**src/rtl/mc_control_unit.sv**
```systemverilog
// Multi-cycle RV32I control unit: main FSM with a memory-ready handshake and a wait-state
// watchdog, plus ALU, branch and immediate decode.
module mc_control_unit #(
  parameter bit          MEM_HANDSHAKE = 1'b1,
  parameter int unsigned TIMEOUT       = 16,
  parameter int unsigned ALUC_W        = 4
) (
  input  logic              clk,
  input  logic              reset,
  input  logic [6:0]        op,
  input  logic [2:0]        funct3,
  input  logic              funct7b5,
  input  logic              zero,
  input  logic              lt,
  input  logic              ltu,
  input  logic              mem_ready,
  output logic              PCWrite,
  output logic              AdrSrc,
  output logic              mem_req,
  output logic              MemWrite,
  output logic              IRWrite,
  output logic              RegWrite,
  output logic [1:0]        ResultSrc,
  output logic [1:0]        ALUSrcA,
  output logic [1:0]        ALUSrcB,
  output logic [ALUC_W-1:0] ALUControl,
  output logic [2:0]        ImmSrc,
  output logic              instr_done,
  output logic              fault,
  output logic [3:0]        state_dbg
);

  localparam int unsigned CNT_W = (TIMEOUT > 2) ? $clog2(TIMEOUT) : 1;
  localparam logic [CNT_W-1:0] CNT_MAX = CNT_W'((TIMEOUT == 0) ? 0 : TIMEOUT - 1);

  localparam logic [3:0] ALU_ADD  = 4'b0000;
  localparam logic [3:0] ALU_SUB  = 4'b0001;
  localparam logic [3:0] ALU_AND  = 4'b0010;
  localparam logic [3:0] ALU_OR   = 4'b0011;
  localparam logic [3:0] ALU_XOR  = 4'b0100;
  localparam logic [3:0] ALU_SLT  = 4'b0101;
  localparam logic [3:0] ALU_SLTU = 4'b0110;
  localparam logic [3:0] ALU_SLL  = 4'b0111;
  localparam logic [3:0] ALU_SRL  = 4'b1000;
  localparam logic [3:0] ALU_SRA  = 4'b1001;

  typedef enum logic [3:0] {
    S_FETCH    = 4'd0,
    S_DECODE   = 4'd1,
    S_MEMADR   = 4'd2,
    S_MEMREAD  = 4'd3,
    S_MEMWB    = 4'd4,
    S_MEMWRITE = 4'd5,
    S_EXECR    = 4'd6,
    S_EXECI    = 4'd7,
    S_ALUWB    = 4'd8,
    S_BRANCH   = 4'd9,
    S_JAL      = 4'd10,
    S_JALRADR  = 4'd11,
    S_LUI      = 4'd12,
    S_FAULT    = 4'd15
  } state_e;

  state_e           state_q, state_d;
  logic [CNT_W-1:0] wait_cnt_q, wait_cnt_d;
  logic             rdy, wd_hit, taken, mem_state;
  logic [3:0]       funct_op, alu_op;
  logic             pc_write_c, mem_req_c, mem_write_c, ir_write_c, reg_write_c;

  assign rdy       = MEM_HANDSHAKE ? mem_ready : 1'b1;
  assign mem_state = (state_q == S_FETCH) || (state_q == S_MEMREAD) || (state_q == S_MEMWRITE);
  assign wd_hit    = (TIMEOUT != 0) && !rdy && (wait_cnt_q == CNT_MAX);

  always_ff @(posedge clk or negedge reset) begin
    if (!reset) begin
      state_q    <= S_FETCH;
      wait_cnt_q <= '0;
    end else begin
      state_q    <= state_d;
      wait_cnt_q <= wait_cnt_d;
    end
  end

  // Wait counter runs only while a memory state is stalled in place.
  always_comb begin
    wait_cnt_d = '0;
    if (mem_state && !rdy && (state_d == state_q)) wait_cnt_d = wait_cnt_q + CNT_W'(1);
  end

  always_comb begin
    funct_op = ALU_ADD;
    case (funct3)
      3'b000:  funct_op = (op[5] && funct7b5) ? ALU_SUB : ALU_ADD;
      3'b001:  funct_op = ALU_SLL;
      3'b010:  funct_op = ALU_SLT;
      3'b011:  funct_op = ALU_SLTU;
      3'b100:  funct_op = ALU_XOR;
      3'b101:  funct_op = funct7b5 ? ALU_SRA : ALU_SRL;
      3'b110:  funct_op = ALU_OR;
      default: funct_op = ALU_AND;
    endcase
  end

  always_comb begin
    taken = 1'b0;
    case (funct3)
      3'b000:  taken = zero;
      3'b001:  taken = !zero;
      3'b100:  taken = lt;
      3'b101:  taken = !lt;
      3'b110:  taken = ltu;
      3'b111:  taken = !ltu;
      default: taken = 1'b0;
    endcase
  end

  always_comb begin
    case (op)
      7'b0100011:             ImmSrc = 3'b001;
      7'b1100011:             ImmSrc = 3'b010;
      7'b1101111:             ImmSrc = 3'b011;
      7'b0110111, 7'b0010111: ImmSrc = 3'b100;
      default:                ImmSrc = 3'b000;
    endcase
  end

  // Next-state and datapath controls.
  always_comb begin
    state_d     = state_q;
    pc_write_c  = 1'b0;
    mem_req_c   = 1'b0;
    mem_write_c = 1'b0;
    ir_write_c  = 1'b0;
    reg_write_c = 1'b0;
    AdrSrc      = 1'b0;
    ResultSrc   = 2'b00;
    ALUSrcA     = 2'b00;
    ALUSrcB     = 2'b00;
    alu_op      = ALU_ADD;
    case (state_q)
      S_FETCH: begin
        mem_req_c  = 1'b1;
        ALUSrcB    = 2'b10;
        ResultSrc  = 2'b10;
        ir_write_c = rdy;
        pc_write_c = rdy;
        if (rdy)         state_d = S_DECODE;
        else if (wd_hit) state_d = S_FAULT;
      end
      S_DECODE: begin
        ALUSrcA = 2'b01;
        ALUSrcB = 2'b01;
        case (op)
          7'b0000011, 7'b0100011: state_d = S_MEMADR;
          7'b0110011:             state_d = S_EXECR;
          7'b0010011:             state_d = S_EXECI;
          7'b1101111:             state_d = S_JAL;
          7'b1100111:             state_d = S_JALRADR;
          7'b1100011:             state_d = S_BRANCH;
          7'b0110111:             state_d = S_LUI;
          7'b0010111:             state_d = S_ALUWB;
          default:                state_d = S_FAULT;
        endcase
      end
      S_MEMADR: begin
        ALUSrcA = 2'b10;
        ALUSrcB = 2'b01;
        state_d = op[5] ? S_MEMWRITE : S_MEMREAD;
      end
      S_MEMREAD: begin
        AdrSrc    = 1'b1;
        mem_req_c = 1'b1;
        if (rdy)         state_d = S_MEMWB;
        else if (wd_hit) state_d = S_FAULT;
      end
      S_MEMWB: begin
        ResultSrc   = 2'b01;
        reg_write_c = 1'b1;
        state_d     = S_FETCH;
      end
      S_MEMWRITE: begin
        AdrSrc      = 1'b1;
        mem_req_c   = 1'b1;
        mem_write_c = 1'b1;
        if (rdy)         state_d = S_FETCH;
        else if (wd_hit) state_d = S_FAULT;
      end
      S_EXECR, S_EXECI: begin
        ALUSrcA = 2'b10;
        ALUSrcB = (state_q == S_EXECI) ? 2'b01 : 2'b00;
        alu_op  = funct_op;
        state_d = S_ALUWB;
      end
      S_ALUWB: begin
        reg_write_c = 1'b1;
        state_d     = S_FETCH;
      end
      S_JALRADR: begin
        ALUSrcA = 2'b10;
        ALUSrcB = 2'b01;
        state_d = S_JAL;
      end
      S_JAL: begin
        ALUSrcA    = 2'b01;
        ALUSrcB    = 2'b10;
        pc_write_c = 1'b1;
        state_d    = S_ALUWB;
      end
      S_LUI: begin
        ResultSrc   = 2'b11;
        reg_write_c = 1'b1;
        state_d     = S_FETCH;
      end
      S_BRANCH: begin
        ALUSrcA = 2'b10;
        alu_op  = ALU_SUB;
        if (funct3[2:1] == 2'b01) state_d = S_FAULT;
        else begin
          pc_write_c = taken;
          state_d    = S_FETCH;
        end
      end
      default: state_d = S_FAULT;
    endcase
  end

  // Strobes are forced low while reset is held.
  assign PCWrite    = reset && pc_write_c;
  assign mem_req    = reset && mem_req_c;
  assign MemWrite   = reset && mem_write_c;
  assign IRWrite    = reset && ir_write_c;
  assign RegWrite   = reset && reg_write_c;
  assign instr_done = reset && (state_d == S_FETCH) && (state_q != S_FETCH);
  assign fault      = reset && (state_q == S_FAULT);
  assign ALUControl = ALUC_W'(alu_op);
  assign state_dbg  = state_q;

endmodule

```
**config.mk**
```make
export PLATFORM = sky130hd
export DESIGN_NAME = mc_control_unit
export DESIGN_NICKNAME = d
export VERILOG_FILES = /design/src/rtl/mc_control_unit.sv
export SDC_FILE = /design/constraint.sdc
export NUM_CORES = 1
export LEC_CHECK = 0
export CAP_MARGIN = 20
export CORE_ASPECT_RATIO = 1.4
export CORE_MARGIN = 8
export CORE_UTILIZATION = 47
export CTS_CLUSTER_SIZE = 16
export DETAILED_ROUTE_END_ITERATION = 10
export PLACE_DENSITY = 0.85
export SYNTH_ARGS = -nofsm -noshare
export SYNTH_HDL_FRONTEND = slang
export SYNTH_SLANG_ARGS = --single-unit
```
**constraint.sdc**
```tcl
create_clock -name clk -period 2.9 [get_ports clk]
set_clock_uncertainty 0.15 [all_clocks]
set_input_delay 0.29 -clock clk [delete_from_list [all_inputs] [get_ports clk]]
set_output_delay 0.29 -clock clk [all_outputs]
set_load 0.05 [all_outputs]
```
=== Word level (Yosys, flattened, before mapping) ===
Index checks and enable logic that the tools add are counted.

* Output and inout port bits: 25
* Register bits after elaboration: 8

* Eq/ne operators: 32
* Multiplexer cells: 26
* Reductions and logical operators: 33
* Add/sub/neg operators: 1

{| class="wikitable"
|+ Operators with widths
! operator !! count
|-
| one-hot mux 4 bit (9 select lines) || 1
|-
| one-hot mux 4 bit (8 select lines) || 1
|-
| equality test 4 bit (second input constant) || 7
|-
| one-hot mux 4 bit (7 select lines) || 1
|-
| two-way mux 4 bit || 6
|-
| equality test 7 x 6 -> 1 bit (second input constant) || 3
|-
| equality test 7 bit (second input constant) || 3
|-
| equality test 4 x 3 -> 1 bit (second input constant) || 4
|-
| equality test 7 x 5 -> 1 bit (second input constant) || 2
|-
| equality test 3 bit (second input constant) || 4
|-
| logical AND 1 bit || 12
|-
| one-hot mux 2 bit (3 select lines) || 2
|-
| one-hot mux 3 bit (4 select lines) || 1
|-
| OR reduction 2 bit || 6
|-
| OR reduction 3 bit || 4
|-
| two-way mux 1 bit || 9
|-
| equality test 4 x 2 -> 1 bit (second input constant) || 2
|-
| logical NOT 4 bit || 2
|-
| one-hot mux 4 bit (2 select lines) || 1
|-
| equality test 7 x 2 -> 1 bit (second input constant) || 1
|-
| equality test 3 x 2 -> 1 bit (second input constant) || 2
|-
| one-hot mux 1 bit (6 select lines) || 1
|-
| OR reduction 5 bit || 1
|-
| adder 4 x 1 -> 4 bit (second input constant) || 1
|-
| 11 further kinds || 15
|}

=== Depth between registers and ports, before layout ===
* Depth after elaboration: 8
* Depth in mapped cells: 7
* Gate-level depth less buffers: 6

=== Worst setup path after synthesis ===
OpenSTA, ideal clock, no wires.

* Path kind: reg-to-output
* Start point: register state_q[3], in the netlist state_dbg[3]
* End point: output mem_req
* Slack: -0.296 ns
* Required time: 2.460 ns
* Cell stages (with the launch flop): 5
* Data arrival time: 2.756 ns
* Cells stage by stage: dfrtp_1 -> buf_2 -> buf_1 -> nor3_1 -> o21a_1

* Cells in the longest elaborated chain, start to end: 4
* Elaborated cells between the ends (all ways): 6
* Classes of those cells: eq/ne (2); mux (1); reduce/logical (3)

{| class="wikitable"
|+ RTL lines
! what !! RTL line !! text
|-
| start, declared || 64 || <nowiki>state_e state_q, state_d;</nowiki>
|-
| start signal, assigned || 79 || <nowiki>state_q <= state_d;</nowiki>
|-
| equality test 4 x 2 -> 1 bit, or another cell as far along || 140 || <nowiki>case (state_q)</nowiki>
|-
| OR reduction 3 bit (no source line) * || -- ||
|-
| two-way mux 1 bit * || 140 ||
|-
| logical AND 1 bit * || 229 || <nowiki>assign mem_req = reset && mem_req_c;</nowiki>
|-
| end, declared || 19 || <nowiki>output logic mem_req,</nowiki>
|}

Every way passes the cells marked *; elsewhere a longest branch is shown, timed or not.

=== Final worst setup path ===
* Start point: register wait_cnt_q[0]
* End point: output instr_done

* Cells in the longest elaborated chain, start to end: 8
* Elaborated cells between the ends (all ways): 10
* Classes of those cells: eq/ne (1); mux (5); reduce/logical (4)

{| class="wikitable"
|+ RTL lines
! what !! RTL line !! text
|-
| start, declared || 65 || <nowiki>logic [CNT_W-1:0] wait_cnt_q, wait_cnt_d;</nowiki>
|-
| start signal, assigned || 80 || <nowiki>wait_cnt_q <= wait_cnt_d;</nowiki>
|-
| equality test 4 bit * || 72 || <nowiki>assign wd_hit = (TIMEOUT != 0) && !rdy && (wait_cnt_q == CNT_MAX);</nowiki>
|-
| logical AND 1 bit * || 72 ||
|-
| two-way mux 4 bit * || 148, 174, 186 ||
|-
| two-way mux 4 bit, on equally long branches || 185, 147, 173 ||
|-
| one-hot mux 4 bit (9 select lines) * || 140 ||
|-
| net state_d[0] || 64 ||
|-
| logical NOT 4 bit * || 233 || <nowiki>assign instr_done = reset && (state_d == S_FETCH) && (state_q != S_FETCH);</nowiki>
|-
| logical AND 1 bit * (2 in a row) || 233 ||
|-
| end, declared || 28 || <nowiki>output logic instr_done,</nowiki>
|}

The timed path passes the listed nets; every way through them passes the cells marked *.

==> metrics <==
Syn-to-layout area delta=40.0%; asr flop ratio synth=1.00; largest family of logic cells by synthesized area=simple AND/OR/NAND/NOR gates; Post-Synth Simple-Gate Area=0.344; most frequent cells after synthesis=16 x nor2_1, 10 x a21oi_1, 10 x nand2_1; hold crit path type=in2async; Synth cell types=48; CTS root buffer=clkbuf_4; Slew Viols, Final=0; Power Density=862 mW/mm^2; reg-to-reg startpoint=state_dbg[1]; reg2reg end=wait_cnt_q[3]; GP Congestion=0.890; Mean Syn Cell Area=7.38 sq um; # fillers=between 150 and 200; WL/cell=approximately 17 microns; DRC=0; Die Y=72.8 microns; layout cells sized above 1=0.209; count of warnings emitted by yosys=0; Worst Path Required=2.46 ns; cell depth of the worst flop-to-flop path=5; flop and latch count out of synthesis=8; initial antenna violation count=0; Synth Flop Type=dfrtp_1; Placeable Area=0.00218 sq mm; # setup viols final=0; FMAX=0.367 GHz; fin nets=around 200; Max-cap violations=0; grt total ovfl=0; drt pass-1 iters=4; relative slew slack=0.618; I/O pin count=42; worst path arrival time=roughly 2.3 ns; syn_nets=165; HPWL after DPL=approximately 2.7 mm; Post-Syn Area=0.00108 sq mm; CTS tree=done; Compound-Gate Fraction of Synth Area=0.263; Adder-Cell Fraction of Synth Area=0.0115; first-pass GRT wire length=approximately 5.7 mm; ranking of synthesized cells by area=dfrtp_1 18%, nor2_1 5.5%, a21oi_1 4.6%; vias in the first global route=1261; Num CTS Buffers=3; Synth Instances=147; n_diodes=0; Placed Area=0.00149 sq mm; Tot GR Track Use=0.164; Seq/Total Area, Yosys=0.185; H-tree depth=1; cell with the most instances after synthesis=nor2_1; Routed Antenna Nets=0; clock sink count=8; outcome=complete, no violations; Die ar.=0.00412 sq mm; reg-to-reg slack, setup=roughly 0.86 ns; Max IR drop VDD=0.000608 V; Fin. Hold Viols=0; Buffers on Ports=41; final wirelength=roughly 3.4 mm; Worst Tran Pin Value=0.571 ns; area leader, netlist=dfrtp_1; fin crit period=about 2.7 ns; clock insertion delay at the later pin of the skew report=0.25 ns; initial DRC count=37; vias=1258; post-CTS setup buffers=0; pin count of the biggest net entering global routing=20; Chip Width=56.6 microns; RSZ-0062 raised after global routing=no; Clock Path Buffers=2; Setup crit end kind=output pin; static leakage=0.000623 uW; Rows=20; Startpoint Class=flip-flop; Post-Route Setup TNS=0 ns; number of synthesized flops with an enable pin=0; Initial Util=0.498; Clock Pin Slew Worst Setup and Hold Paths=~0.05 ns; CP Class=reg2out; fin crit share=0.939; Post-Synth XOR/XNOR Area=0.0565; Design Area, Final=between 0.0015 and 0.002 sq mm; Synth top area share=0.185; mux contribution to synthesized area=0.0473; CP Max Fanout=4; vias per cell=about 6
==> registers in the layout (all words and copies together), names as in the netlist <==
name        cells
wait_cnt_q      4
state_dbg       4
==> per-stage QoR <==
step	total power (uW)	setup WS (ns)	std cells	hold slack [ns]	utilization
3_3_place_gp	1190	0.285	201	0.297	0.682
5_1_grt	1390	0.0518	204	0.277	0.698
2_1_floorplan	948	0.0326	147	-0.156	-
6_report	1310	0.178	204	0.262	0.698
3_5_place_dp	1210	0.215	201	0.316	0.682
4_1_cts	1300	0.103	204	0.256	0.693
==> where the power goes <==
group | leakage (uW) | switching [uW] | total (uW) | internal, uW
registers | 0.0000952 | 121 | 261 | 140
clock network | 0.0000138 | 34.6 | 81.8 | 47.1
logic | 0.000514 | 598 | 966 | 368
==> logic make-up after synthesis <==
family	Yosys count
AO/OA/AOI/OAI	42
XOR/XNOR	7
adder cells (fa/ha/maj)	1
buffers and inverters	19
flip-flops	8
multiplexers	5
AND/OR/NAND/NOR	65
==> placed cells by master, fill, tap and decap left out, types with 2 or more instances in the layout <==
master,netlist,final
dfrtp_1,8,5
xor2_1,4,4
a21oi_2,2,2
a21oi_1,10,10
mux2i_1,4,4
nor3_1,8,7
o22ai_2,2,2
nor2_1,16,16
buf_4,0,13
a31oi_1,2,2
clkbuf_4,1,3
clkdlybuf4s50_1,0,30
nand2b_1,4,4
and2_1,2,2
o21a_1,2,2
o21ai_0,8,8
buf_12,0,2
nor3_2,1,2
o31ai_1,2,2
and3b_1,2,2
o22ai_1,4,4
o21ai_1,2,2
dfrtp_2,0,3
nand2_1,10,10
inv_1,6,6
xnor2_1,3,2
nand3b_1,2,2
and3_1,4,4
or3b_2,2,2
nand3_1,5,5
==> how the worst max path moves through the flow <==
stage	start	to	slack, ns	cells past startpoint
3_3_place_gp	op[6]	instr_done	0.29	7
6_report	wait_cnt_q[0]	instr_done	0.18	7
3_5_place_dp	op[6]	instr_done	0.22	7
2_1_floorplan	state_dbg[3]	ResultSrc[1]	0.03	4
5_1_grt	wait_cnt_q[0]	instr_done	0.05	7
4_1_cts	state_dbg[1]	instr_done	0.10	6
==> layer usage <==
layer	vias up	share of wire	GRT usage
met3	6	0.063	0.0348
met1	594	0.41	0.194
met4	0	0.015	0.0670
met5	-	0	0
met2	55	0.51	0.276
li1	603	-	-
==> layout make-up <==
class	count	area (sq um)	area share
repair buffers	45	438	0.288
inverters	6	22.5	0.0148
flip-flops and latches	8	204	0.134
multi-input cells	120	805	0.530
well taps	22	27.5	0.0181
clock buffers	3	22.5	0.0148
==> timing repair <==
action,4_1_cts,5_1_grt
setup endpoints to repair,0,1
resized for setup,0,4
hold buffers,0,0
==> worst max-delay path: stages, from the launching register on <==
cell and delay [ns]:
dfrtp_1 0.39, ha_1 0.24, and3_1 0.20, or4_4 0.43, a21oi_2 0.15, o22ai_2 0.11, nor4_4 0.34, buf_12 0.18
Power figures use the tool's default switching activity.
==> RTL edit 1: new RTL, config.mk and constraints unchanged <==
Put a register stage on the output `fault`, without a reset. The value now appears one clock later. The other outputs are not delayed to match.
--- a/src/rtl/mc_control_unit.sv
+++ b/src/rtl/mc_control_unit.sv
@@ -231,7 +231,9 @@
   assign IRWrite    = reset && ir_write_c;
   assign RegWrite   = reset && reg_write_c;
   assign instr_done = reset && (state_d == S_FETCH) && (state_q != S_FETCH);
-  assign fault      = reset && (state_q == S_FAULT);
+  always_ff @(posedge clk) begin
+    fault <= reset && (state_q == S_FAULT);
+  end
   assign ALUControl = ALUC_W'(alu_op);
   assign state_dbg  = state_q;
 
Check against the original RTL: not equivalent (Yosys sat finds a counterexample within 4 cycles, from zero or initial values and one cycle with reset low).
==> RTL edit 1 against the original RTL <==
Sequential cell count rose by 1; worst setup slack got worse by 0.071 ns; power rose by 30%; routed wire length fell by 2.6%; synthesized area fell by 3.3%; critical path type unchanged; die area fell by 2.5%; final area fell by 1.2%; sequential share of layout area rose by 1.3 points.
==> RTL edit 1: results (changes against the original RTL) <==
{
  "clock_h_tree_levels": {"value": 1, "change": "unchanged"},
  "power.static_leakage": {"value": 0.612, "unit": "nW", "change": "was 0.623 nW"},
  "synth_nets": {"value": 166, "change": "was 165"},
  "post_route_cells_drive_above_1_share": {"value": 15.8, "unit": "%", "change": "was 20.9%"},
  "timing.hold.worst.class": {"value": "reg2reg", "change": "was in2async"},
  "sw_share": {"value": 58.7, "unit": "%", "change": "was 57.6%"},
  "cts.path.max_buffers": {"value": 2, "change": "unchanged"},
  "grt_first_pass_wirelength": {"value": 5430, "unit": "microns", "change": "was 5710 microns"},
  "timing.rr.start": {"value": "state_dbg[2]", "change": "was state_dbg[1]"},
  "hold_crit_endpoint": {"value": "wait_cnt_q[0]"},
  "drt_first_iter_violations": {"value": 44, "change": "was 37"},
  "timing.critical_path.arrival": {"value": 2.35, "unit": "ns", "change": "was 2.28 ns"},
  "yosys_warn_count": {"value": 0, "change": "unchanged"},
  "status": {"value": "finished clean", "change": "unchanged"},
  "critical_path.top_delay_family": {"value": "flip-flops", "change": "was simple AND/OR/NAND/NOR gates"},
  "vias": {"value": 1208, "change": "was 1258"},
  "synth-async-reset-ratio": {"value": 88.9, "unit": "%", "change": "was 100%"},
  "slew-limit-headroom": {"value": 55.2, "unit": "%", "change": "was 61.8%"},
  "first_global_vias": {"value": 1235, "change": "was 1261"},
  "gpl.final_weighted_congestion": {"value": 0.943, "change": "was 0.890"},
  "grt_usage": {"value": 15.9, "unit": "%", "change": "was 16.4%"},
  "worstRegToRegCells": {"value": 4, "change": "was 5"},
  "place_area": {"value": 1470, "unit": "sq um", "change": "was 1490 sq um"},
  "timing.critical_path.slowest_cell_delay": {"value": 0.73, "unit": "ns", "change": "was 0.43 ns"},
  "critical_path_peak_fanout": {"value": 19, "change": "was 4"},
  "worstSkewPairLatency": {"value": 0.26, "unit": "ns"},
  "regToRegSetupSlack": {"value": 0.97, "unit": "ns", "change": "was 0.86 ns"},
  "r2r-end": {"value": "state_dbg[1]", "change": "was wait_cnt_q[3]"},
  "grt_max_degree": {"value": 27, "change": "was 20"},
  "critical-path-slowest-cell": {"value": "sky130_fd_sc_hd__dfrtp_1", "change": "was sky130_fd_sc_hd__or4_4"},
  "ir_worst_vdd": {"value": 0.998, "unit": "mV", "change": "was 0.608 mV"},
  "synth_common_cells": {"value": "sky130_fd_sc_hd__nor2_1, sky130_fd_sc_hd__nand2_1, sky130_fd_sc_hd__nor3_1", "change": "was sky130_fd_sc_hd__nor2_1, sky130_fd_sc_hd__a21oi_1, sky130_fd_sc_hd__nand2_1"},
  "dp.final_hpwl": {"value": 2650, "unit": "microns", "change": "was 2680 microns"},
  "detail_route.wirelength": {"value": 3290, "unit": "microns", "change": "was 3380 microns"},
  "yosys-top-cells-area": {"value": "sky130_fd_sc_hd__dfrtp_1, sky130_fd_sc_hd__nor2_1, sky130_fd_sc_hd__nand2_1", "change": "was sky130_fd_sc_hd__dfrtp_1, sky130_fd_sc_hd__nor2_1, sky130_fd_sc_hd__a21oi_1"},
  "seq_area_frac_synth": {"value": 21.0, "unit": "%", "change": "was 18.5%"}
}
==> RTL edit 1: worst max path at each step <==
stage | startpoint | to | slack [ns] | cells after the start
finish | state_dbg[2] | instr_done | 0.11 | 6
global route | state_dbg[3] | instr_done | 0.001 | 6
CTS | state_dbg[1] | instr_done | 0.02 | 6
detailed placement | op[6] | instr_done | 0.24 | 7
global placement | op[6] | instr_done | 0.27 | 7
floorplan | state_dbg[2] | ALUControl[0] | 0.07 | 5
==> RTL edit 1: metrics by stage <==
stage,worst slack (ns),instances,total power [W],hold slack [ns]
after floorplan,0.0699,148,0.00121,-0.156
after global placement,0.271,201,0.00158,0.317
after detailed placement,0.238,201,0.00161,0.329
after CTS,0.0206,205,0.00171,0.338
after global routing,0.00115,205,0.00180,0.357
final,0.107,205,0.00171,0.322
==> RTL edit 1: final cells by class <==
type                            count  area, sq um
Fill cell                         183          652
Inverter                            2         7.51
Tap cell                           22         27.5
Multi-Input combinational cell    124          779
Sequential cell                     9          221
Clock buffer                        4         26.3
Timing Repair Buffer               44          438
==> RTL edit 1: what timing repair did <==
action / in CTS / in global routing
gates resized for setup: 0 / 1
endpoints found under the hold margin: 0 / 0
endpoints found under the setup margin: 0 / 3
hold buffers: 0 / 0
==> RTL edit 1: power groups by stage <==
| stage | clock network (W) | registers [W] | logic [W] |
|---|---|---|---|
| after floorplan | 0 | 0.000292 | 0.000914 |
| after global routing | 0.000100 | 0.000330 | 0.00137 |
| final | 0.0000954 | 0.000316 | 0.00129 |
| after global placement | 0 | 0.000310 | 0.00127 |
| after detailed placement | 0 | 0.000314 | 0.00129 |
| after CTS | 0.0000987 | 0.000310 | 0.00130 |
==> RTL edit 1: cell families (layout without fill, tap and decap cells) <==
group | count (synthesis) | in the layout | share of synthesized area [%]
adder cells (fa/ha/maj) | 1 | 1 | 1.19
AO/OA/AOI/OAI | 36 | 36 | 23.5
flip-flops | 9 | 9 | 21.0
buffers and inverters | 15 | 50 | 6.21
XOR/XNOR | 7 | 7 | 5.85
multiplexers | 3 | 3 | 2.98
AND/OR/NAND/NOR | 77 | 77 | 39.3
==> RTL edit 1: routing by layer <==
metal	track usage, %	share of wire, %
met1	15.9	37
met2	31.3	57
met3	2.65	4.6
met4	5.90	1.3
met5	0	0
==> RTL edit 2: new RTL, same settings <==
Without the edit above. Set the parameter `TIMEOUT` to 32 (it was 16).
--- a/src/rtl/mc_control_unit.sv
+++ b/src/rtl/mc_control_unit.sv
@@ -2,7 +2,7 @@
 // watchdog, plus ALU, branch and immediate decode.
 module mc_control_unit #(
   parameter bit          MEM_HANDSHAKE = 1'b1,
-  parameter int unsigned TIMEOUT       = 16,
+  parameter int unsigned TIMEOUT       = 32,
   parameter int unsigned ALUC_W        = 4
 ) (
   input  logic              clk,
Check against the original RTL: no difference found for any inputs over 10 cycles, from zero or initial values and one cycle with reset low; that may be too few to reach the edited logic, so the function may still have changed.
==> RTL edit 2 against the original RTL <==
Clock power up 11%; global-route usage decreased by 0.24 points; worst setup slack worse by 0.062 ns; routed wire length rose by 3.2%; power increased by 26%; non-clock buffer count rose by 2; synthesized area fell by 0.23%; highest routed layer unchanged; critical path type unchanged; sequential cell count is 1 higher; sequential power rose by 17%; final area is 4.0% higher; via count increased by 1.1%.
==> RTL edit 2: results (changes against the original RTL) <==
{
  "timing.critical_path.arrival": {"value": 2.34, "unit": "ns", "change": "was 2.28 ns"},
  "critical_path.top_delay_family": {"value": "simple AND/OR/NAND/NOR gates", "change": "unchanged"},
  "port_buffers": {"value": 41, "change": "unchanged"},
  "worstRegToRegCells": {"value": 8, "change": "was 5"},
  "timing.hold.worst.class": {"value": "in2async", "change": "unchanged"},
  "vias": {"value": 1272, "change": "was 1258"},
  "grt_max_degree": {"value": 24, "change": "was 20"},
  "regToRegSetupSlack": {"value": 0.73, "unit": "ns", "change": "was 0.86 ns"},
  "synth_cell_types": {"value": 52, "change": "was 48"},
  "largest_register_ff_count": {"value": 5},
  "first_global_vias": {"value": 1245, "change": "was 1261"},
  "gpl.final_weighted_congestion": {"value": 0.903, "change": "was 0.890"},
  "grt_antenna_before_repair": {"value": 0, "change": "unchanged"},
  "r2r-end": {"value": "state_dbg[2]", "change": "was wait_cnt_q[3]"},
  "timing.rr.start": {"value": "wait_cnt_q[0]", "change": "was state_dbg[1]"},
  "post_route_cells_drive_above_1_share": {"value": 19.3, "unit": "%", "change": "was 20.9%"},
  "clkSlewWorstSetupHoldPaths": {"value": 0.05, "unit": "ns", "change": "about the same"},
  "synth_nets": {"value": 168, "change": "was 165"},
  "critical-path-slowest-cell": {"value": "sky130_fd_sc_hd__dfrtp_1", "change": "was sky130_fd_sc_hd__or4_4"},
  "power.static_leakage": {"value": 0.646, "unit": "nW", "change": "was 0.623 nW"},
  "final_net_count": {"value": 207, "change": "was 202"},
  "grt_first_pass_wirelength": {"value": 5740, "unit": "microns", "change": "was 5710 microns"},
  "dp.final_hpwl": {"value": 2660, "unit": "microns", "change": "was 2680 microns"},
  "seq_area_frac_synth": {"value": 20.8, "unit": "%", "change": "was 18.5%"},
  "synth_common_cells": {"value": "sky130_fd_sc_hd__nor2_1, sky130_fd_sc_hd__nand2_1, sky130_fd_sc_hd__dfrtp_1", "change": "was sky130_fd_sc_hd__nor2_1, sky130_fd_sc_hd__a21oi_1, sky130_fd_sc_hd__nand2_1"},
  "cts-buffers-inserted": {"value": 3, "change": "unchanged"},
  "grt_usage": {"value": 16.1, "unit": "%", "change": "was 16.4%"},
  "drt_first_iter_violations": {"value": 60, "change": "was 37"},
  "status": {"value": "finished clean", "change": "unchanged"},
  "yosys-top-cells-area": {"value": "sky130_fd_sc_hd__dfrtp_1, sky130_fd_sc_hd__nor2_1, sky130_fd_sc_hd__nand2_1", "change": "was sky130_fd_sc_hd__dfrtp_1, sky130_fd_sc_hd__nor2_1, sky130_fd_sc_hd__a21oi_1"},
  "ir_worst_vdd": {"value": 0.811, "unit": "mV", "change": "was 0.608 mV"},
  "timing.critical_path.slowest_cell_delay": {"value": 0.39, "unit": "ns", "change": "was 0.43 ns"},
  "detail_route.wirelength": {"value": 3480, "unit": "microns", "change": "was 3380 microns"},
  "slew-limit-headroom": {"value": 53.4, "unit": "%", "change": "was 61.8%"}
}
## RTL edit 2: changes by cell type after synthesis, moves of 4 or more
cell,delta
sky130_fd_sc_hd__nand2_1,+4
sky130_fd_sc_hd__nor2_1,+5
sky130_fd_sc_hd__o21ai_0,-4
sky130_fd_sc_hd__a21oi_1,-7
sky130_fd_sc_hd__nor3_1,-4
sky130_fd_sc_hd__nor2b_1,+6
## RTL edit 2: layout make-up
cell class	instances	area, sq um
clock buffers	4	26.3
fillers	193	597
inverters	5	18.8
multi-input cells	122	815
flip-flops and latches	9	228
well taps	22	27.5
repair buffers	47	465
## RTL edit 2: stage by stage
| stage | setup WS, ns | cells | power (W) | hold WS [ns] | cell area, sq um |
|---|---|---|---|---|---|
| 6_report | 0.117 | 209 | 0.00165 | 0.181 | 1580 |
| 5_1_grt | 0.0129 | 209 | 0.00175 | 0.180 | 1580 |
| 4_1_cts | 0.0159 | 208 | 0.00165 | 0.166 | 1560 |
| 3_5_place_dp | 0.235 | 204 | 0.00153 | 0.304 | 1520 |
| 3_3_place_gp | 0.237 | 204 | 0.00153 | 0.292 | 1520 |
| 2_1_floorplan | 0.000428 | 149 | 0.00114 | -0.156 | 1100 |
## RTL edit 2: layer usage
metal / wire, microns / global-route usage (%)
met5: 0 / 0
met2: 1810 / 28.6
met1: 1420 / 18.8
met3: 221 / 3.66
met4: 33 / 4.02
## RTL edit 2: cell families (layout without fill, tap and decap cells)
family                     count (synthesis)  count (layout)  share of synthesized area (%)
AOI/OAI and AO/OA                         30              30                           20.2
xor gates and xnor gates                   9               9                           7.28
muxes                                      4               4                           3.82
and+or+nand+nor                           77              77                           37.6
DFF                                        9               9                           20.8
buffers and inverters                     18              56                           7.98
adders and majority gates                  2               2                           2.31
## RTL edit 2: worst max path at each step
stage	startpoint	endpoint	slack (ns)	cells after the start
finish	wait_cnt_q[0]	instr_done	0.12	9
global route	wait_cnt_q[0]	instr_done	0.01	9
CTS	wait_cnt_q[0]	instr_done	0.02	9
detailed placement	op[2]	instr_done	0.23	7
global placement	op[3]	instr_done	0.24	6
floorplan	wait_cnt_q[0]	instr_done	0.0004	8
## RTL edit 2: what timing repair did
action,CTS,global route
gates resized for setup,1,6
pin swaps,0,3
setup buffers,0,1
endpoints found under the setup margin,1,4
## RTL edit 2: power by group
part / switching, W / internal [W] / total (W) / leakage (nW)
logic: 0.000795 / 0.000464 / 0.00126 / 0.514
registers: 0.000141 / 0.000163 / 0.000305 / 0.117
clock network: 0.0000380 / 0.0000526 / 0.0000906 / 0.0150
